**src/rtl/exec_pkg.sv**
```systemverilog
// Shared decode constants, control-bit positions and FSM states for the
// LEGv8 execute stage.
package exec_pkg;

    typedef enum logic [3:0] {
        ALU_AND   = 4'b0000,
        ALU_ORR   = 4'b0001,
        ALU_ADD   = 4'b0010,
        ALU_SUB   = 4'b0110,
        ALU_PASSB = 4'b0111,
        ALU_MUL   = 4'b1000,
        ALU_NOR   = 4'b1100
    } alu_t;

    localparam logic [10:0] OP_R_ADD = 11'b10001011000;
    localparam logic [10:0] OP_R_SUB = 11'b11001011000;
    localparam logic [10:0] OP_R_AND = 11'b10001010000;
    localparam logic [10:0] OP_R_ORR = 11'b10101010000;
    localparam logic [10:0] OP_R_MUL = 11'b10011011000;

    localparam logic [9:0] OP_I_ADD = 10'b1001000100;
    localparam logic [9:0] OP_I_SUB = 10'b1101000100;
    localparam logic [9:0] OP_I_AND = 10'b1001001000;
    localparam logic [9:0] OP_I_ORR = 10'b1011001000;

    localparam int unsigned CTRL_B          = 6;
    localparam int unsigned CTRL_BZ         = 5;
    localparam int unsigned CTRL_BNZ        = 4;
    localparam int unsigned CTRL_MEM_WRITE  = 3;
    localparam int unsigned CTRL_MEM_READ   = 2;
    localparam int unsigned CTRL_MEM_TO_REG = 1;
    localparam int unsigned CTRL_REG_WRITE  = 0;

    typedef enum logic {
        ST_IDLE,
        ST_MUL_BUSY
    } state_t;

    function automatic logic branch_taken(input logic [6:0] ctrl, input logic z);
        return ctrl[CTRL_B] | (ctrl[CTRL_BZ] & z) | (ctrl[CTRL_BNZ] & ~z);
    endfunction

endpackage

```
**src/rtl/exec_mul_seq.sv**
```systemverilog
// Iterative shift-add multiplier: one multiplier bit per cycle, low XLEN bits
// of the product, abortable by flush.
module exec_mul_seq
    import exec_pkg::*;
#(
    parameter int unsigned XLEN = 64
) (
    input  logic            clk,
    input  logic            reset,
    input  logic            start,
    input  logic            flush,
    input  logic [XLEN-1:0] a,
    input  logic [XLEN-1:0] b,
    output logic            done,
    output logic [XLEN-1:0] product
);

    localparam int unsigned CW = $clog2(XLEN);

    logic [XLEN-1:0] mcand;
    logic [XLEN-1:0] mplier;
    logic [XLEN-1:0] acc;
    logic [XLEN-1:0] acc_next;
    logic [CW-1:0]   cnt;
    logic            busy;
    logic            last;

    assign last     = (cnt == CW'(XLEN - 1));
    assign acc_next = acc + (mplier[0] ? mcand : '0);
    // The final partial sum is forwarded so the caller loads it on the last edge.
    assign done     = busy & last;
    assign product  = acc_next;

    always_ff @(posedge clk or posedge reset) begin
        if (reset) begin
            mcand  <= '0;
            mplier <= '0;
            acc    <= '0;
            cnt    <= '0;
            busy   <= 1'b0;
        end else if (flush) begin
            cnt  <= '0;
            busy <= 1'b0;
        end else if (start) begin
            mcand  <= a;
            mplier <= b;
            acc    <= '0;
            cnt    <= '0;
            busy   <= 1'b1;
        end else if (busy) begin
            acc    <= acc_next;
            mcand  <= mcand << 1;
            mplier <= mplier >> 1;
            if (last) begin
                cnt  <= '0;
                busy <= 1'b0;
            end else begin
                cnt <= cnt + CW'(1);
            end
        end
    end

endmodule

```
**src/rtl/exec_pipe_stage.sv**
```systemverilog
// LEGv8 execute stage: ALU decode, operand select, flags, branch resolution
// and a handshaked EX/MEM output register, with an iterative MUL path.
module exec_pipe_stage
    import exec_pkg::*;
#(
    parameter int unsigned XLEN   = 64,
    parameter bit          MUL_EN = 1'b1
) (
    input  logic            clk,
    input  logic            reset,
    input  logic            flush,
    input  logic            in_valid,
    output logic            in_ready,
    input  logic [XLEN-1:0] pc,
    input  logic [31:0]     instr,
    input  logic [XLEN-1:0] imm,
    input  logic [XLEN-1:0] rs1_data,
    input  logic [XLEN-1:0] rs2_data,
    input  logic [1:0]      alu_src,
    input  logic [1:0]      alu_op,
    input  logic [6:0]      ctrl_in,
    output logic            out_valid,
    input  logic            out_ready,
    output logic [XLEN-1:0] out_result,
    output logic [XLEN-1:0] out_store_data,
    output logic [XLEN-1:0] out_branch_target,
    output logic [4:0]      out_rd,
    output logic [6:0]      out_ctrl,
    output logic [3:0]      out_flags,
    output logic            out_pc_src,
    output logic            out_illegal
);

    state_t          state;
    alu_t            alu_sel;
    logic            illegal;
    logic            is_mul;
    logic            accept;
    logic [XLEN-1:0] opb;
    logic [XLEN:0]   add_w;
    logic [XLEN:0]   sub_w;
    logic [XLEN-1:0] res;
    logic            c_flag;
    logic            v_flag;
    logic            z_flag;
    logic [6:0]      ctrl_eff;
    logic [XLEN-1:0] target;
    logic            mul_done;
    logic [XLEN-1:0] mul_product;
    logic            mul_z;
    logic [XLEN-1:0] h_target;
    logic [XLEN-1:0] h_store;
    logic [4:0]      h_rd;
    logic [6:0]      h_ctrl;
    logic            unused_bits;

    assign unused_bits = ^instr[9:5];

    always_comb begin
        alu_sel = ALU_ADD;
        illegal = 1'b0;
        case (alu_op)
            2'b00: alu_sel = ALU_ADD;
            2'b01: alu_sel = ALU_PASSB;
            2'b10: begin
                case (instr[31:21])
                    OP_R_ADD: alu_sel = ALU_ADD;
                    OP_R_SUB: alu_sel = ALU_SUB;
                    OP_R_AND: alu_sel = ALU_AND;
                    OP_R_ORR: alu_sel = ALU_ORR;
                    OP_R_MUL: begin
                        alu_sel = ALU_MUL;
                        illegal = ~MUL_EN;
                    end
                    default:  illegal = 1'b1;
                endcase
            end
            default: begin
                case (instr[31:22])
                    OP_I_ADD: alu_sel = ALU_ADD;
                    OP_I_SUB: alu_sel = ALU_SUB;
                    OP_I_AND: alu_sel = ALU_AND;
                    OP_I_ORR: alu_sel = ALU_ORR;
                    default:  illegal = 1'b1;
                endcase
            end
        endcase
        if (alu_src == 2'b11) illegal = 1'b1;
    end

    always_comb begin
        case (alu_src)
            2'b00:   opb = rs2_data;
            2'b01:   opb = imm;
            default: opb = {{(XLEN-12){1'b0}}, instr[21:10]};
        endcase
    end

    // SUB is a + ~b + 1 so the carry-out directly gives the no-borrow flag.
    assign add_w = {1'b0, rs1_data} + {1'b0, opb};
    assign sub_w = {1'b0, rs1_data} + {1'b0, ~opb} + (XLEN+1)'(1);

    always_comb begin
        res    = '0;
        c_flag = 1'b0;
        v_flag = 1'b0;
        case (alu_sel)
            ALU_ADD: begin
                res    = add_w[XLEN-1:0];
                c_flag = add_w[XLEN];
                v_flag = (rs1_data[XLEN-1] == opb[XLEN-1]) & (add_w[XLEN-1] != rs1_data[XLEN-1]);
            end
            ALU_SUB: begin
                res    = sub_w[XLEN-1:0];
                c_flag = sub_w[XLEN];
                v_flag = (rs1_data[XLEN-1] != opb[XLEN-1]) & (sub_w[XLEN-1] != rs1_data[XLEN-1]);
            end
            ALU_AND:   res = rs1_data & opb;
            ALU_ORR:   res = rs1_data | opb;
            ALU_NOR:   res = ~(rs1_data | opb);
            ALU_PASSB: res = opb;
            default:   res = '0;
        endcase
        if (illegal) begin
            res    = '0;
            c_flag = 1'b0;
            v_flag = 1'b0;
        end
    end

    assign z_flag   = ~|res;
    assign ctrl_eff = illegal ? '0 : ctrl_in;
    assign target   = pc + (imm << 2);
    assign is_mul   = (alu_sel == ALU_MUL) & ~illegal;
    assign in_ready = (state == ST_IDLE) & (~out_valid | out_ready) & ~flush & ~reset;
    assign accept   = in_valid & in_ready;
    assign mul_z    = ~|mul_product;

    exec_mul_seq #(.XLEN(XLEN)) u_mul (
        .clk     (clk),
        .reset   (reset),
        .start   (accept & is_mul),
        .flush   (flush),
        .a       (rs1_data),
        .b       (opb),
        .done    (mul_done),
        .product (mul_product)
    );

    always_ff @(posedge clk or posedge reset) begin
        if (reset) begin
            state             <= ST_IDLE;
            out_valid         <= 1'b0;
            out_result        <= '0;
            out_store_data    <= '0;
            out_branch_target <= '0;
            out_rd            <= '0;
            out_ctrl          <= '0;
            out_flags         <= '0;
            out_pc_src        <= 1'b0;
            out_illegal       <= 1'b0;
            h_target          <= '0;
            h_store           <= '0;
            h_rd              <= '0;
            h_ctrl            <= '0;
        end else if (flush) begin
            state     <= ST_IDLE;
            out_valid <= 1'b0;
        end else if (state == ST_MUL_BUSY) begin
            if (mul_done) begin
                state             <= ST_IDLE;
                out_valid         <= 1'b1;
                out_result        <= mul_product;
                out_store_data    <= h_store;
                out_branch_target <= h_target;
                out_rd            <= h_rd;
                out_ctrl          <= h_ctrl;
                out_flags         <= {mul_product[XLEN-1], mul_z, 2'b00};
                out_pc_src        <= branch_taken(h_ctrl, mul_z);
                out_illegal       <= 1'b0;
            end
        end else if (accept) begin
            if (is_mul) begin
                // Output register is free (consumed or empty) on MUL accept.
                state     <= ST_MUL_BUSY;
                out_valid <= 1'b0;
                h_target  <= target;
                h_store   <= rs2_data;
                h_rd      <= instr[4:0];
                h_ctrl    <= ctrl_in;
            end else begin
                out_valid         <= 1'b1;
                out_result        <= res;
                out_store_data    <= rs2_data;
                out_branch_target <= target;
                out_rd            <= instr[4:0];
                out_ctrl          <= ctrl_eff;
                out_flags         <= {res[XLEN-1], z_flag, c_flag, v_flag};
                out_pc_src        <= branch_taken(ctrl_eff, z_flag);
                out_illegal       <= illegal;
            end
        end else if (out_ready) begin
            out_valid <= 1'b0;
        end
    end

endmodule

```
**config.mk**
```make
export PLATFORM = sky130hd
export DESIGN_NAME = exec_pipe_stage
export DESIGN_NICKNAME = d
export VERILOG_FILES = /design/src/rtl/exec_pkg.sv /design/src/rtl/exec_mul_seq.sv /design/src/rtl/exec_pipe_stage.sv
export SDC_FILE = /design/constraint.sdc
export NUM_CORES = 2
export LEC_CHECK = 0
export ABC_AREA = 1
export CORE_MARGIN = 3
export CORE_UTILIZATION = 46
export DETAILED_ROUTE_END_ITERATION = 16
export HOLD_SLACK_MARGIN = 0.06
export PLACE_DENSITY = 0.67
export RECOVER_POWER = 100
export SYNTH_ARGS = -nofsm -noshare
export SYNTH_HDL_FRONTEND = slang
export SYNTH_SLANG_ARGS = --single-unit
```
**constraint.sdc**
```tcl
create_clock -name clk -period 21.8 [get_ports clk]
set_input_delay 3.27 -clock clk [delete_from_list [all_inputs] [get_ports clk]]
set_output_delay 3.27 -clock clk [all_outputs]
set_load 0.01 [all_outputs]
```
==> flow_metrics.tcl <==
set metrics [dict create \
    status "finished with violations" \
    violations "capacitance limit, slew limit" \
    dp_hpwl_um 190000 \
    skew_ns 0.0195 \
    crit_required_ns 22.33 \
    die_y_um 335 \
    cp_top_family "buffers and inverters" \
    synth_largest_area_cell "dfrtp_1" \
    htree_levels 3 \
    post_synth_fa_ha_maj_area_fraction_pct 8.83 \
    fin_nets 9115 \
    powerDensity_nw_per_um2 70.6 \
    relSlewSlack_pct -336 \
    reg2reg_slack_ns 10.58 \
    wire_per_inst_um 23.5 \
    viasPerCell 5.66 \
    io_buffers 510 \
    io_pins 516 \
    dpl-instance-area_sq_um 55900 \
    grtUsageTotal_pct 40.1 \
    drv_slew 1133 \
    vdd.ir_drop.worst_v 0.0000560 \
    hp-class "flip-flop to flip-flop" \
    grt_pass1_vias 51000 \
    worst_pin_slew_ns 6.54 \
    antenna_found_initial 14 \
    synth_cell_type_count 56 \
    ys_ff_latch 550 \
    synth_cells 8100 \
    reg2reg_depth 10 \
    ys.flop_type "dfrtp_1" \
    dr.pass1.iters 6 \
    cts_resized 0 \
    avgSynthCellArea_sq_um 6.13 \
    synth-xor-area-share_pct 1.89 \
    grt_max_degree 220 \
    synth_compound_area_share_pct 14.7 \
    busiest_layer "met2" \
    hold_viol 0 \
    postRouteAntennaNets 0 \
    most-common-layout-cells "nand2_1, inv_1, nor2_1" \
    synth_area_leaders "dfrtp_1, nand2_1, inv_1" \
    use_met3_pct 9.70 \
    syn_area_sq_um 49700 \
    rows 119 \
    tns_ns 0 \
    critical_path.cell_chain "dlygate4sd3_1 > inv_1 > nand2_1 > nor2_4 > nand3b_1 > nand3_1 > a211oi_1 > nor2_4 > nand3_1 > clkbuf_1 > clkbuf_1 > nand2_1 > a31oi_1" \
    setup.worst_path.end_class "flip-flop" \
    overflow 0 \
    clk_latency_ns 0.64 \
    r2r-start "state" \
    fin_area_sq_um 58200 \
    cts_made_buffers 66 \
    p_leak_nw 30.4 \
    worstHoldPathCells 2 \
    clock-root-buffer "clkbuf_16" \
    cp.arrival_ns 14.36 \
    min_to "out_branch_target[17]" \
    first_iter_violations 6353 \
    postLayoutCoreUtil_pct 54.8 \
    grt_pass1_wl_um 332000 \
    path_clk_slew_ns 0.06 \
    vias 56100 \
    clockBufferDepth 3 \
    start_util_pct 46.8 \
    synth_nets 8752 \
    core_area_sq_um 106000 \
    crit_type "input pin to flip-flop" \
    fmax_mhz 72.3 \
    route.detailed.drc 0 \
    max_stage_delay_ns 4.65 \
    cts.sinks 550 \
    drive_above_1_share_pct 2.98 \
    setup_violations 0 \
    fp.dieW_um 335 \
    rsz0062_at_grt "no" \
    cts_hold_buffers 0 \
    yosysTopAreaCellShare_pct 27.7 \
    final.min_clock_period_ns 13.83 \
    yosysWarnings 0 \
    hold_ws_ns 0.473 \
    synth_simple_gate_area_share_pct 34.3 \
    synth_edf_count 0 \
    cts_setup_buffers 0 \
    wirelength_um 233000 \
    synth_seq_area_share_pct 27.7 \
    synth_top_family_by_area "simple AND/OR/NAND/NOR gates" \
    synth.area.mux_share_pct 0 \
    final_common_cell "nand2_1" \
    met2_usage_pct 58.5 \
    worst-path-buf-inv 4 \
    crit_slowest_cell "clkbuf_1" \
    r2r-end "u_mul.mplier[60]" \
    cts_tree "yes" \
    grt_use_met1_pct 55.7 \
    startpoint_type "input pin" \
    synth_async_sr_flop_share_pct 100 \
    worstPathMaxFanout 158 \
    timing.final.crit_share_pct 63.4 \
    cap_violations 16 \
    worstHoldStart "out_branch_target[17]" \
    fp.dieArea_sq_um 112000 \
    area_growth_syn_to_layout_pct 17.2 \
    place.gp.congestion 1.08 \
]
-- area by class of cell --
class / instances / area [sq um]
timing repair buffer: 590 / 5690
tap: 1391 / 1740
fill: 10800 / 48000
clock buffer: 93 / 1890
multi-input combinational: 5943 / 29700
inverter: 1312 / 4930
sequential: 550 / 13800
antenna: 14 / 35.0
clock inverter: 29 / 432
-- report_power, final --
part	internal (mW)	leakage [nW]	switching (mW)
combinational	0.565	22.5	1.08
sequential	1.17	6.83	0.104
clock	0.702	1.13	0.490
-- Yosys cell counts, types with 14 or more instances --
cell type and count:
nand2_1 2597, inv_1 1284, nor2_1 946, dfrtp_1 550
nand3_1 437, o21ai_0 397, a21oi_1 355, ha_1 344
a31oi_1 226, clkbuf_1 159, nand4_1 119, buf_2 111
xor2_1 69, o22ai_1 67, o21a_1 53, nor3_1 39
xnor2_1 38, o21bai_1 36, o211ai_1 30, o22a_1 27
inv_2 24, nand3b_1 24, o21ai_1 23, a21o_1 19
buf_1 14
-- per-stage QoR --
step | power [mW] | instances | setup slack, ns
final | 4.11 | 9922 | 7.97
after global routing | 4.30 | 9915 | 6.01
after CTS | 4.11 | 9908 | 12.51
after detailed placement | 2.92 | 9786 | 11.83
after global placement | 2.90 | 9786 | 11.85
after floorplan | 2.17 | 8100 | 3.15
-- tightest hold or removal path, delay by kind of cell (launching register included) --
kind | cells | cell delay (ns)
simple gates | 2 | 0.11
flops | 1 | 0.33
-- cells by family after synthesis --
kind of cell	count (synthesis)
adder cells (fa/ha/maj)	348
XOR/XNOR	107
flip-flops	550
buffers and inverters	1607
AND/OR/NAND/NOR	4218
AO/OA/AOI/OAI	1270
-- state kept, by name, indices dropped and copies added (netlist names) --
name               count
out_valid              1
out_illegal            1
out_rd                 5
out_store_data        64
h_rd                   5
h_ctrl                 7
out_branch_target     64
out_pc_src             1
u_mul.busy             1
h_target              64
h_store               64
out_flags              3
state                  1
u_mul.mplier          64
u_mul.acc             64
u_mul.cnt              6
out_result            64
u_mul.mcand           64
out_ctrl               7
-- worst max path at each step --
stage,start,to,slack [ns],cells past startpoint
2_1_floorplan,reset,h_ctrl[0],3.15,1
3_3_place_gp,alu_src[1],out_pc_src,11.85,28
3_5_place_dp,alu_src[1],out_pc_src,11.83,28
4_1_cts,alu_src[1],out_pc_src,12.51,28
5_1_grt,reset,h_target[36],6.01,5
6_report,instr[26],u_mul.mplier[60],7.97,13
-- metal layers --
metal,up-vias,share of wire (%)
met5,-,0.012
met1,26300,42
met3,497,11
met4,4,5.7
met2,2906,41
li1,26400,-
(Power assumes the default switching activity.)
